### src/rtl/matmul_mem_arbiter_if.sv
// +--------------------------------------------------------------------+
// | matmul_mem_arbiter_if: requester/memory bus bundle. Rev 1.0        |
// +--------------------------------------------------------------------+
`default_nettype none
`ifndef TYPE_BW
`define TYPE_BW 32
`endif

interface matmul_mem_arbiter_if #(
  parameter int NREQ    = 2,
  parameter int DATA_BW = `TYPE_BW
);
  logic [2*NREQ-1:0]       req_op;
  logic [32*NREQ-1:0]      req_addr;
  logic [DATA_BW*NREQ-1:0] req_wdata;
  logic [NREQ-1:0]         req_opdone;
  logic [DATA_BW-1:0]      req_rdata;
  logic [1:0]              mem_operation;
  logic [31:0]             mem_addr;
  logic [DATA_BW-1:0]      mem_wdata;
  logic                    mem_opdone;
  logic [DATA_BW-1:0]      mem_rdata;

  // master: the arbiter; slave: requesters plus memory model
  modport master (
    input  req_op, req_addr, req_wdata, mem_opdone, mem_rdata,
    output req_opdone, req_rdata, mem_operation, mem_addr, mem_wdata
  );
  modport slave (
    output req_op, req_addr, req_wdata, mem_opdone, mem_rdata,
    input  req_opdone, req_rdata, mem_operation, mem_addr, mem_wdata
  );
endinterface

`default_nettype wire

### src/rtl/matmul_mem_arbiter.sv
// +--------------------------------------------------------------------+
// | matmul_mem_arbiter: round-robin shared-memory arbiter. Rev 1.0     |
// +--------------------------------------------------------------------+
`default_nettype none
`ifndef TYPE_BW
`define TYPE_BW 32
`endif

module matmul_mem_arbiter #(
  parameter int NREQ     = 2,
  parameter int DATA_BW  = `TYPE_BW,
  parameter int MAX_HOLD = 8
) (
  input  logic                  clk,
  input  logic                  reset_n,
  matmul_mem_arbiter_if.master  bus,
  output logic [1:0]            grant_id,
  output logic                  busy,
  output logic                  err_spurious
);

  typedef enum logic [1:0] {
    IDLE   = 2'd0,
    GRANT  = 2'd1,
    SWITCH = 2'd2
  } state_t;

  state_t      state, state_n;
  logic [1:0]  owner, owner_n;
  logic [1:0]  last_owner, last_owner_n;
  logic [7:0]  hold_cnt, hold_n, hold_inc;
  logic [3:0]  pend4;
  logic [1:0]  rr_pick;
  logic        rr_found;
  logic [1:0]  own_raw, own_op;
  logic        others_pending;
  logic        done_fwd;
  logic        spurious;

  // 10 is treated as no-op, so bit 0 alone marks a pending request
  generate
    for (genvar i = 0; i < 4; i++) begin : g_pend
      if (i < NREQ) begin : g_live
        assign pend4[i] = bus.req_op[2*i];
      end else begin : g_pad
        assign pend4[i] = 1'b0;
      end
    end
  endgenerate

  always_comb begin
    rr_pick  = last_owner;
    rr_found = 1'b0;
    for (int k = 1; k <= NREQ; k++) begin
      logic [1:0] cand;
      cand = 2'((int'(last_owner) + k) % NREQ);
      if (!rr_found && pend4[cand]) begin
        rr_found = 1'b1;
        rr_pick  = cand;
      end
    end
  end

  assign own_raw        = bus.req_op[2*int'(owner) +: 2];
  assign own_op         = own_raw[0] ? own_raw : 2'b00;
  assign others_pending = |(pend4 & ~(4'b0001 << owner));
  assign hold_inc       = (hold_cnt == 8'hFF) ? hold_cnt : hold_cnt + 8'd1;

  always_comb begin
    bus.mem_operation = 2'b00;
    bus.mem_addr      = 32'd0;
    bus.mem_wdata     = {DATA_BW{1'b0}};
    if (state == GRANT) begin
      bus.mem_operation = own_op;
      bus.mem_addr      = bus.req_addr[32*int'(owner) +: 32];
      bus.mem_wdata     = bus.req_wdata[DATA_BW*int'(owner) +: DATA_BW];
    end
  end

  // completions only count when a real operation is on the bus
  assign done_fwd       = bus.mem_opdone && (bus.mem_operation != 2'b00);
  assign spurious       = bus.mem_opdone && (bus.mem_operation == 2'b00);
  assign bus.req_opdone = NREQ'(done_fwd) << owner;
  assign bus.req_rdata  = bus.mem_rdata;
  assign busy           = (state == GRANT);
  assign grant_id       = owner;

  always_comb begin
    state_n      = state;
    owner_n      = owner;
    last_owner_n = last_owner;
    hold_n       = hold_cnt;
    case (state)
      IDLE: begin
        if (rr_found) begin
          owner_n = rr_pick;
          hold_n  = 8'd0;
          state_n = GRANT;
        end
      end
      GRANT: begin
        if (done_fwd) hold_n = hold_inc;
        if (own_op == 2'b00) begin
          last_owner_n = owner;
          state_n      = IDLE;
        end else if ((int'(hold_n) >= MAX_HOLD) && others_pending) begin
          last_owner_n = owner;
          state_n      = SWITCH;
        end
      end
      SWITCH:  state_n = IDLE;
      default: state_n = IDLE;
    endcase
  end

  always_ff @(posedge clk or negedge reset_n) begin
    if (!reset_n) begin
      state        <= IDLE;
      owner        <= 2'd0;
      last_owner   <= 2'(NREQ - 1);
      hold_cnt     <= 8'd0;
      err_spurious <= 1'b0;
    end else begin
      state      <= state_n;
      owner      <= owner_n;
      last_owner <= last_owner_n;
      hold_cnt   <= hold_n;
      if (spurious) err_spurious <= 1'b1;
    end
  end

endmodule

`default_nettype wire
### src/flat_wrapper.sv
// flat-port wrapper written by rule: the top's interface ports become plain ports
module matmul_mem_arbiter_flat 
#(
  parameter int NREQ     = 2,
  parameter int DATA_BW  = `TYPE_BW,
  parameter int MAX_HOLD = 8
)
  (clk, reset_n, grant_id, busy, err_spurious, bus_req_op, bus_req_addr, bus_req_wdata, bus_mem_opdone, bus_mem_rdata, bus_req_opdone, bus_req_rdata, bus_mem_operation, bus_mem_addr, bus_mem_wdata);
  matmul_mem_arbiter_if #(.NREQ(NREQ), .DATA_BW(DATA_BW)) bus_i ();
  input  logic clk;
  input  logic reset_n;
  output logic [1:0] grant_id;
  output logic busy;
  output logic err_spurious;
  input wire logic [$bits(bus_i.req_op)-1:0] bus_req_op;
  input wire logic [$bits(bus_i.req_addr)-1:0] bus_req_addr;
  input wire logic [$bits(bus_i.req_wdata)-1:0] bus_req_wdata;
  input wire logic [$bits(bus_i.mem_opdone)-1:0] bus_mem_opdone;
  input wire logic [$bits(bus_i.mem_rdata)-1:0] bus_mem_rdata;
  output wire logic [$bits(bus_i.req_opdone)-1:0] bus_req_opdone;
  output wire logic [$bits(bus_i.req_rdata)-1:0] bus_req_rdata;
  output wire logic [$bits(bus_i.mem_operation)-1:0] bus_mem_operation;
  output wire logic [$bits(bus_i.mem_addr)-1:0] bus_mem_addr;
  output wire logic [$bits(bus_i.mem_wdata)-1:0] bus_mem_wdata;
  assign bus_i.req_op = bus_req_op;
  assign bus_i.req_addr = bus_req_addr;
  assign bus_i.req_wdata = bus_req_wdata;
  assign bus_i.mem_opdone = bus_mem_opdone;
  assign bus_i.mem_rdata = bus_mem_rdata;
  assign bus_req_opdone = bus_i.req_opdone;
  assign bus_req_rdata = bus_i.req_rdata;
  assign bus_mem_operation = bus_i.mem_operation;
  assign bus_mem_addr = bus_i.mem_addr;
  assign bus_mem_wdata = bus_i.mem_wdata;
  matmul_mem_arbiter #(.NREQ(NREQ), .DATA_BW(DATA_BW), .MAX_HOLD(MAX_HOLD)) u_core (.clk(clk), .reset_n(reset_n), .bus(bus_i), .grant_id(grant_id), .busy(busy), .err_spurious(err_spurious));
endmodule
### config.mk
export PLATFORM = sky130hd
export DESIGN_NAME = matmul_mem_arbiter_flat
export DESIGN_NICKNAME = d
export VERILOG_FILES = /design/src/rtl/matmul_mem_arbiter_if.sv /design/src/rtl/matmul_mem_arbiter.sv /design/src/flat_wrapper.sv
export SDC_FILE = /design/constraint.sdc
export NUM_CORES = 1
export LEC_CHECK = 0
export ABC_AREA = 0
export CAP_MARGIN = 20
export CORE_ASPECT_RATIO = 0.5
export CORE_MARGIN = 3
export CORE_UTILIZATION = 26
export CTS_BUF_LIST = sky130_fd_sc_hd__clkbuf_8
export DETAILED_ROUTE_END_ITERATION = 10
export HOLD_SLACK_MARGIN = 0.12
export PLACE_DENSITY = 0.86
export SYNTH_ARGS = -nofsm -noshare
export SYNTH_HDL_FRONTEND = slang
export SYNTH_SLANG_ARGS = --single-unit
export TNS_END_PERCENT = 100
### constraint.sdc
create_clock -name clk -period 2.53 [get_ports clk]
set_input_delay 0.3795 -clock clk [delete_from_list [all_inputs] [get_ports clk]]
set_output_delay 0.3795 -clock clk [all_outputs]
set_load 0.02 [all_outputs]
==> results of run 1 <==
==> cells in the final DEF (no fill, tap or decap), drive strengths merged <==
cell and n:
clkdlybuf4s50 165, nor2 71, mux2i 68, dlymetal6s2s 37, dfrtp 13, o21ai 12
buf 12, nand2 9, nand2b 5, nand3 4, clkbuf 4, o31ai 3
mux2 3, a21oi 3, nor3 2, and3 2, nand4 2, a31oi 2
inv 2, or3 1, and4bb 1, and4 1, or2 1, nand4bb 1
nor4 1, nor4b 1, xnor2 1, xor2 1, o22ai 1, a41o 1
and2 1, a21o 1, o31a 1, o41ai 1, nor2b 1, ha 1
dlygate4sd2 1, dfstp 1
==> routing by layer <==
layer  vias to the layer above  track usage (%)  wire length (um)
met4                         0            3.927                82
met2                        58            30.38              4656
met5                         -                0                 0
met3                         9            2.319               273
met1                      1155            20.35              3502
li1                       1230                -                 -
==> what timing repair did <==
item / CTS / global route
buffers inserted: 0 / 0
pin swaps: 0 / 0
resized for setup: 1 / 37
cloned: 0 / 0
hold endpoints to repair: 0 / 0
setup endpoints to repair: 1 / 37
==> area by class of cell <==
| type | count | area share (%) |
|---|---|---|
| multi-input combinational | 203 | 32.94 |
| sequential | 14 | 8.498 |
| inverter | 2 | 0.1795 |
| tap | 108 | 3.232 |
| clock buffer | 4 | 1.317 |
| timing repair buffer | 215 | 53.83 |
==> state kept, by name (all words and copies together) (netlist names) <==
| signal | flops |
|---|---|
| u_core.err_spurious | 1 |
| u_core.grant_id | 2 |
| u_core.hold_cnt | 8 |
| u_core.last_owner | 1 |
| u_core.state | 2 |
==> synthesized netlist by cell type, drive strengths merged, types with 2 or more instances <==
cell type  number
nand2b          5
nand4           2
dfrtp          13
buf            41
mux2i          68
a31oi           2
nand2           9
o21ai          12
mux2            3
nor2           71
nand3           4
clkbuf         10
a21oi           3
inv             2
nor3            2
and3            2
o31ai           3
==> kinds of logic (layout without fill, tap and decap cells) <==
group | Yosys count | in the layout | share of synthesized area (%)
AO/OA/AOI/OAI | 25 | 25 | 7.566
XOR/XNOR | 2 | 2 | 0.8543
adder cells (fa/ha/maj) | 1 | 1 | 0.6100
buffers and inverters | 53 | 221 | 15.80
flip-flops | 14 | 14 | 17.14
multiplexers | 71 | 71 | 35.02
AND/OR/NAND/NOR | 104 | 104 | 23.00
==> path summary, 6_finish.rpt <==
path                                     startpoint                   end  depth (start not counted)
worst max-delay path                u_core.state[1]      bus_mem_addr[30]                          6
worst min-delay path            u_core.err_spurious   u_core.err_spurious                          1
worst max register to register   u_core.grant_id[0]  u_core.last_owner[0]                          7
worst min register to register  u_core.err_spurious   u_core.err_spurious                          1
max in group asynchronous                   reset_n    u_core.grant_id[0]                          1
min in group asynchronous                   reset_n    u_core.hold_cnt[3]                          1
==> critical path, cell delays in order (launching register included) <==
cell             delay [ns]
dfrtp_1                0.40
nand2b_1               0.22
inv_2                  0.13
nand2b_2               0.09
buf_12                 0.20
nor2_1                 0.16
clkdlybuf4s50_1        0.64
==> power by group <==
group	internal [mW]	switching (mW)
clock	0.138	0.0805
sequential	0.273	0.0466
combinational	1.48	1.61
total	1.90	1.74
==> out/qor.csv, run 1 <==
metric,value,unit
gp_congestion,0.8658,
status,"finished, final reports clean",
grt_overflow,0,
cts_root_buf,clkbuf_8,
yosysTopAreaCell,mux2i_1,
fin_crit,2.492,ns
dp.cells,542,
std_cell_rows,22,
cts_made_buffers,3,
layoutNonFillerInstCount,546,
fmax,401.3,MHz
timing.final.ws_setup,0.03814,ns
multi_input_area,1378,um2
ys.flop_type,dfrtp_1,
place_ws,-0.009222,ns
num_vias,2452,
place_area,4035,um2
clkLatencyLatePin,0.25,ns
fill_cells,689,
grt_pass1_wl,11790,um
final_core_util,55.85,%
relSlewSlack,59.16,%
drive_gt1_share,5.936,%
synth_area_leaders,"mux2i_1 33%, dfrtp_1 16%, nor2_1 13%",
report.final.slew_viol_count,0,
yosys_warnings,0,
htree_num_levels,1,
nets,607,
synth_edf_count,0,
start_kind,flip-flop,
setup_viol,0,
syn_nets,438,
grt_max_degree,64,
drv_cap,0,
syn-cell-area,2051,um2
viasPerCell,4.491,
wire_per_inst,15.60,um
cts.clk_slew.worst_paths,0.06,ns
syn_avg_cell_area,7.595,um2
portBuffers,206,
first_global_vias,2161,
leakagePower,2.274,nW
finalHoldViolCount,0,
critPathArrivalTime,2.11,ns
die_y,68.80,um
period_share,98.49,%
reg2reg_slack,0.35,ns
dpl.hpwl,7220,um
vdd_ir_drop_max,362.4,uV
drt_iter0_markers,109,
drc,0,
coreArea,7487,um2
path_class,reg -> out,
p_per_area,869.7,nW/um2
async_flop_share,100.0,%
hold_slack,0.4594,ns
cp-end-kind,primary output,
area_delta_synth_final,103.9,%
fin_skew,0.004144,ns
diodes,0,
worst_pin_slew,0.6107,ns
fp.dieW,131.6,um
required,2.15,ns
num_io_pins,271,
grtUsageTotal,16.24,%
cts_sinks,14,
synth_seq_cells,14,
holdCritPathClass,reg -> reg,
netlist.area_leader.share,32.70,%
finalPower,3.637,mW
routed_wirelength,8515,um
drtPass1Iterations,4,
ys_types,42,
cts_tree,built,
clock_path_buffers,2,
ant_nets,0,
synth_cells,270,
start_util,27.39,%
hold_buffers,0,
regArea,355.3,um2
dieArea,9054,um2
critPathMaxFanout,63,
fin_area,4182,um2
antenna_found_initial,0,
tns,0,ns
ys_seq_area_share,17.14,%
Power figures use the tool's default switching activity.
==> run 2, diff against run 1 <==
--- a/config.mk
+++ b/config.mk
@@ -5,15 +5,16 @@
 export SDC_FILE = /design/constraint.sdc
 export NUM_CORES = 1
 export LEC_CHECK = 0
-export ABC_AREA = 0
-export CAP_MARGIN = 20
+export ABC_AREA = 1
+export ABC_CLOCK_PERIOD_IN_PS = 2530
+export CAP_MARGIN = 30
 export CORE_ASPECT_RATIO = 0.5
 export CORE_MARGIN = 3
 export CORE_UTILIZATION = 26
 export CTS_BUF_LIST = sky130_fd_sc_hd__clkbuf_8
 export DETAILED_ROUTE_END_ITERATION = 10
 export HOLD_SLACK_MARGIN = 0.12
-export PLACE_DENSITY = 0.86
+export PLACE_DENSITY = 0.87
 export SYNTH_ARGS = -nofsm -noshare
 export SYNTH_HDL_FRONTEND = slang
 export SYNTH_SLANG_ARGS = --single-unit
==> out/qor.csv, run 2 <==
metric,value,unit
status,"finished, final reports clean",
period_share,95.77,%
syn_nets,482,
std_cell_rows,21,
async_flop_share,100.0,%
synth_edf_count,0,
synthTopCellsByCount,"74 x nor2_1, 66 x a22oi_1, 37 x nand2_1, 32 x buf_4, 19 x inv_1",
critPathMaxFanout,20,
clock_path_buffers,2,
drive_gt1_share,7.516,%
fin_skew,0.008071,ns
leakagePower,1.643,nW
syn_avg_cell_area,6.395,um2
fin_crit,2.423,ns
clkLatencyLatePin,0.25,ns
synth_cells,314,
area_delta_synth_final,100.2,%
cp-end-kind,primary output,
largest_register_ffs,8,
drv_cap,0,
cts_made_buffers,3,
die_y,68.15,um
yosysTopAreaCell,a22oi_1,
holdCritPathClass,reg -> reg,
drtPass1Iterations,5,
path_class,reg -> out,
diodes,0,
crit_slowest_cell,clkdlybuf4s50_1,
slowest_delay,0.65,ns
grt_setup_unrepaired,no,
required,2.15,ns
fp.dieW,130.3,um
ys_seq_area_share,17.51,%
use_met1,26.60,%
cts_sinks,14,
layout_commonest_cell,clkdlybuf4s50_1,
critPathArrivalTime,2.04,ns
drc,0,
relSlewSlack,58.81,%
synth_seq_cells,14,
dieArea,8879,um2
finalPower,4.242,mW
top_register,u_core.hold_cnt,
ys_types,27,
viasPerCell,4.968,
synth_most_common_cell,nor2_1,
first_global_vias,2627,
antenna_found_initial,0,
fmax,412.7,MHz
num_io_pins,271,
yosys_warnings,0,
crit_chain,"inv_2, nor2_4, buf_4, a22oi_1, nor2_1, clkdlybuf4s50_1",
synth_area_leaders,"a22oi_1 25%, dfrtp_1 16%, nor2_1 14%",
start_util,28.41,%
nets,648,
cts.clk_slew.worst_paths,0.06,ns
gp_congestion,0.8543,
start_kind,flip-flop,
ys.flop_type,dfrtp_1,
report.final.slew_viol_count,0,
final_cell_mix,"206 x clkdlybuf4s50_1, 72 x nor2_1, 66 x a22oi_1",
drt_iter0_markers,183,
wire_per_inst,17.89,um
cts_tree,built,
post_cts_buffers,0,
tns,0,ns
dpl.hpwl,8402,um
globalRouteMet2Util,36.35,%
netlist.area_leader.share,24.67,%
final_core_util,56.89,%
grt_overflow,0,
setup_viol,0,
hold_buffers,0,
finalHoldViolCount,0,
routed_wirelength,10220,um
grtUsageTotal,21.34,%
htree_num_levels,1,
syn-cell-area,2008,um2
num_vias,2837,
grt_pass1_wl,14660,um
ant_nets,0,
cts_root_buf,clkbuf_8,
grt-busiest-layer,met2,
grt_max_degree,47,
met3_usage,5.768,%
worst_pin_slew,0.6160,ns
portBuffers,206,
vdd_ir_drop_max,480.4,uV
coreArea,7068,um2
p_per_area,1055,nW/um2
-- run 2: where the power goes --
group | internal [mW] | leakage (nW) | switching [mW] | total [mW]
registers | 0.300 | 0.179 | 0.0866 | 0.387
logic | 1.60 | 1.44 | 2.03 | 3.63
clock network | 0.138 | 0.0288 | 0.0856 | 0.224
-- run 2: layout make-up --
class	instances	area, um2
multi-input cells	225	1266
flip-flops and latches	14	352.8
well taps	92	115.1
clock buffers	4	55.05
inverters	22	85.08
repair buffers	214	2147
fillers	644	3047
-- run 2: kinds of logic (layout without fill, tap and decap cells) --
kind of cell	Yosys count	in the layout	share of synthesized area (%)
fa+ha+maj	1	1	0.6230
compound gates	83	83	29.41
simple gates	141	141	32.27
buf+inv	75	240	20.19
flops	14	14	17.51
-- run 2: final timing paths --
kind,to,slack (ns),from,depth (start not counted)
setup / recovery,bus_mem_addr[15],0.11,u_core.grant_id[0],6
hold / removal,u_core.last_owner[0],0.48,u_core.last_owner[0],2
setup reg to reg,u_core.state[1],0.68,u_core.grant_id[0],13
hold reg to reg,u_core.last_owner[0],0.48,u_core.last_owner[0],2
max in group asynchronous,u_core.grant_id[0],1.58,reset_n,1
min in group asynchronous,u_core.hold_cnt[5],0.51,reset_n,1
-- run 2: repair_timing --
item,in CTS,in global routing
endpoints found under the setup margin,0,66
hold endpoints to repair,0,0
gates resized for setup,0,1
-- run 2: layer usage --
metal	share of wire [%]	wire length, um	vias to the layer above
li1	-	-	1374
met1	39	4000	1318
met2	51	5228	122
met3	7.2	739	23
met4	2.4	248	0
met5	0	0	-
-- run 2: metrics by stage --
stage	instance area, um2	hold slack [ns]	setup WS (ns)	std cells
floorplan	2008	0.08391	0.4831	314
global placement	3965	0.4608	0.1515	567
detailed placement	3965	0.4656	0.1206	567
CTS	4020	0.4754	0.01534	571
global route	4021	0.5100	0.004453	571
finish	4021	0.4795	0.1069	571
-- run 2: critical path, delay by kind of cell (launching register included) --
| kind | cells | cell delay [ns] |
|---|---|---|
| buffers and inverters | 3 | 1.00 |
| flip-flops | 1 | 0.44 |
| AND/OR/NAND/NOR | 2 | 0.25 |
| AO/OA/AOI/OAI | 1 | 0.10 |
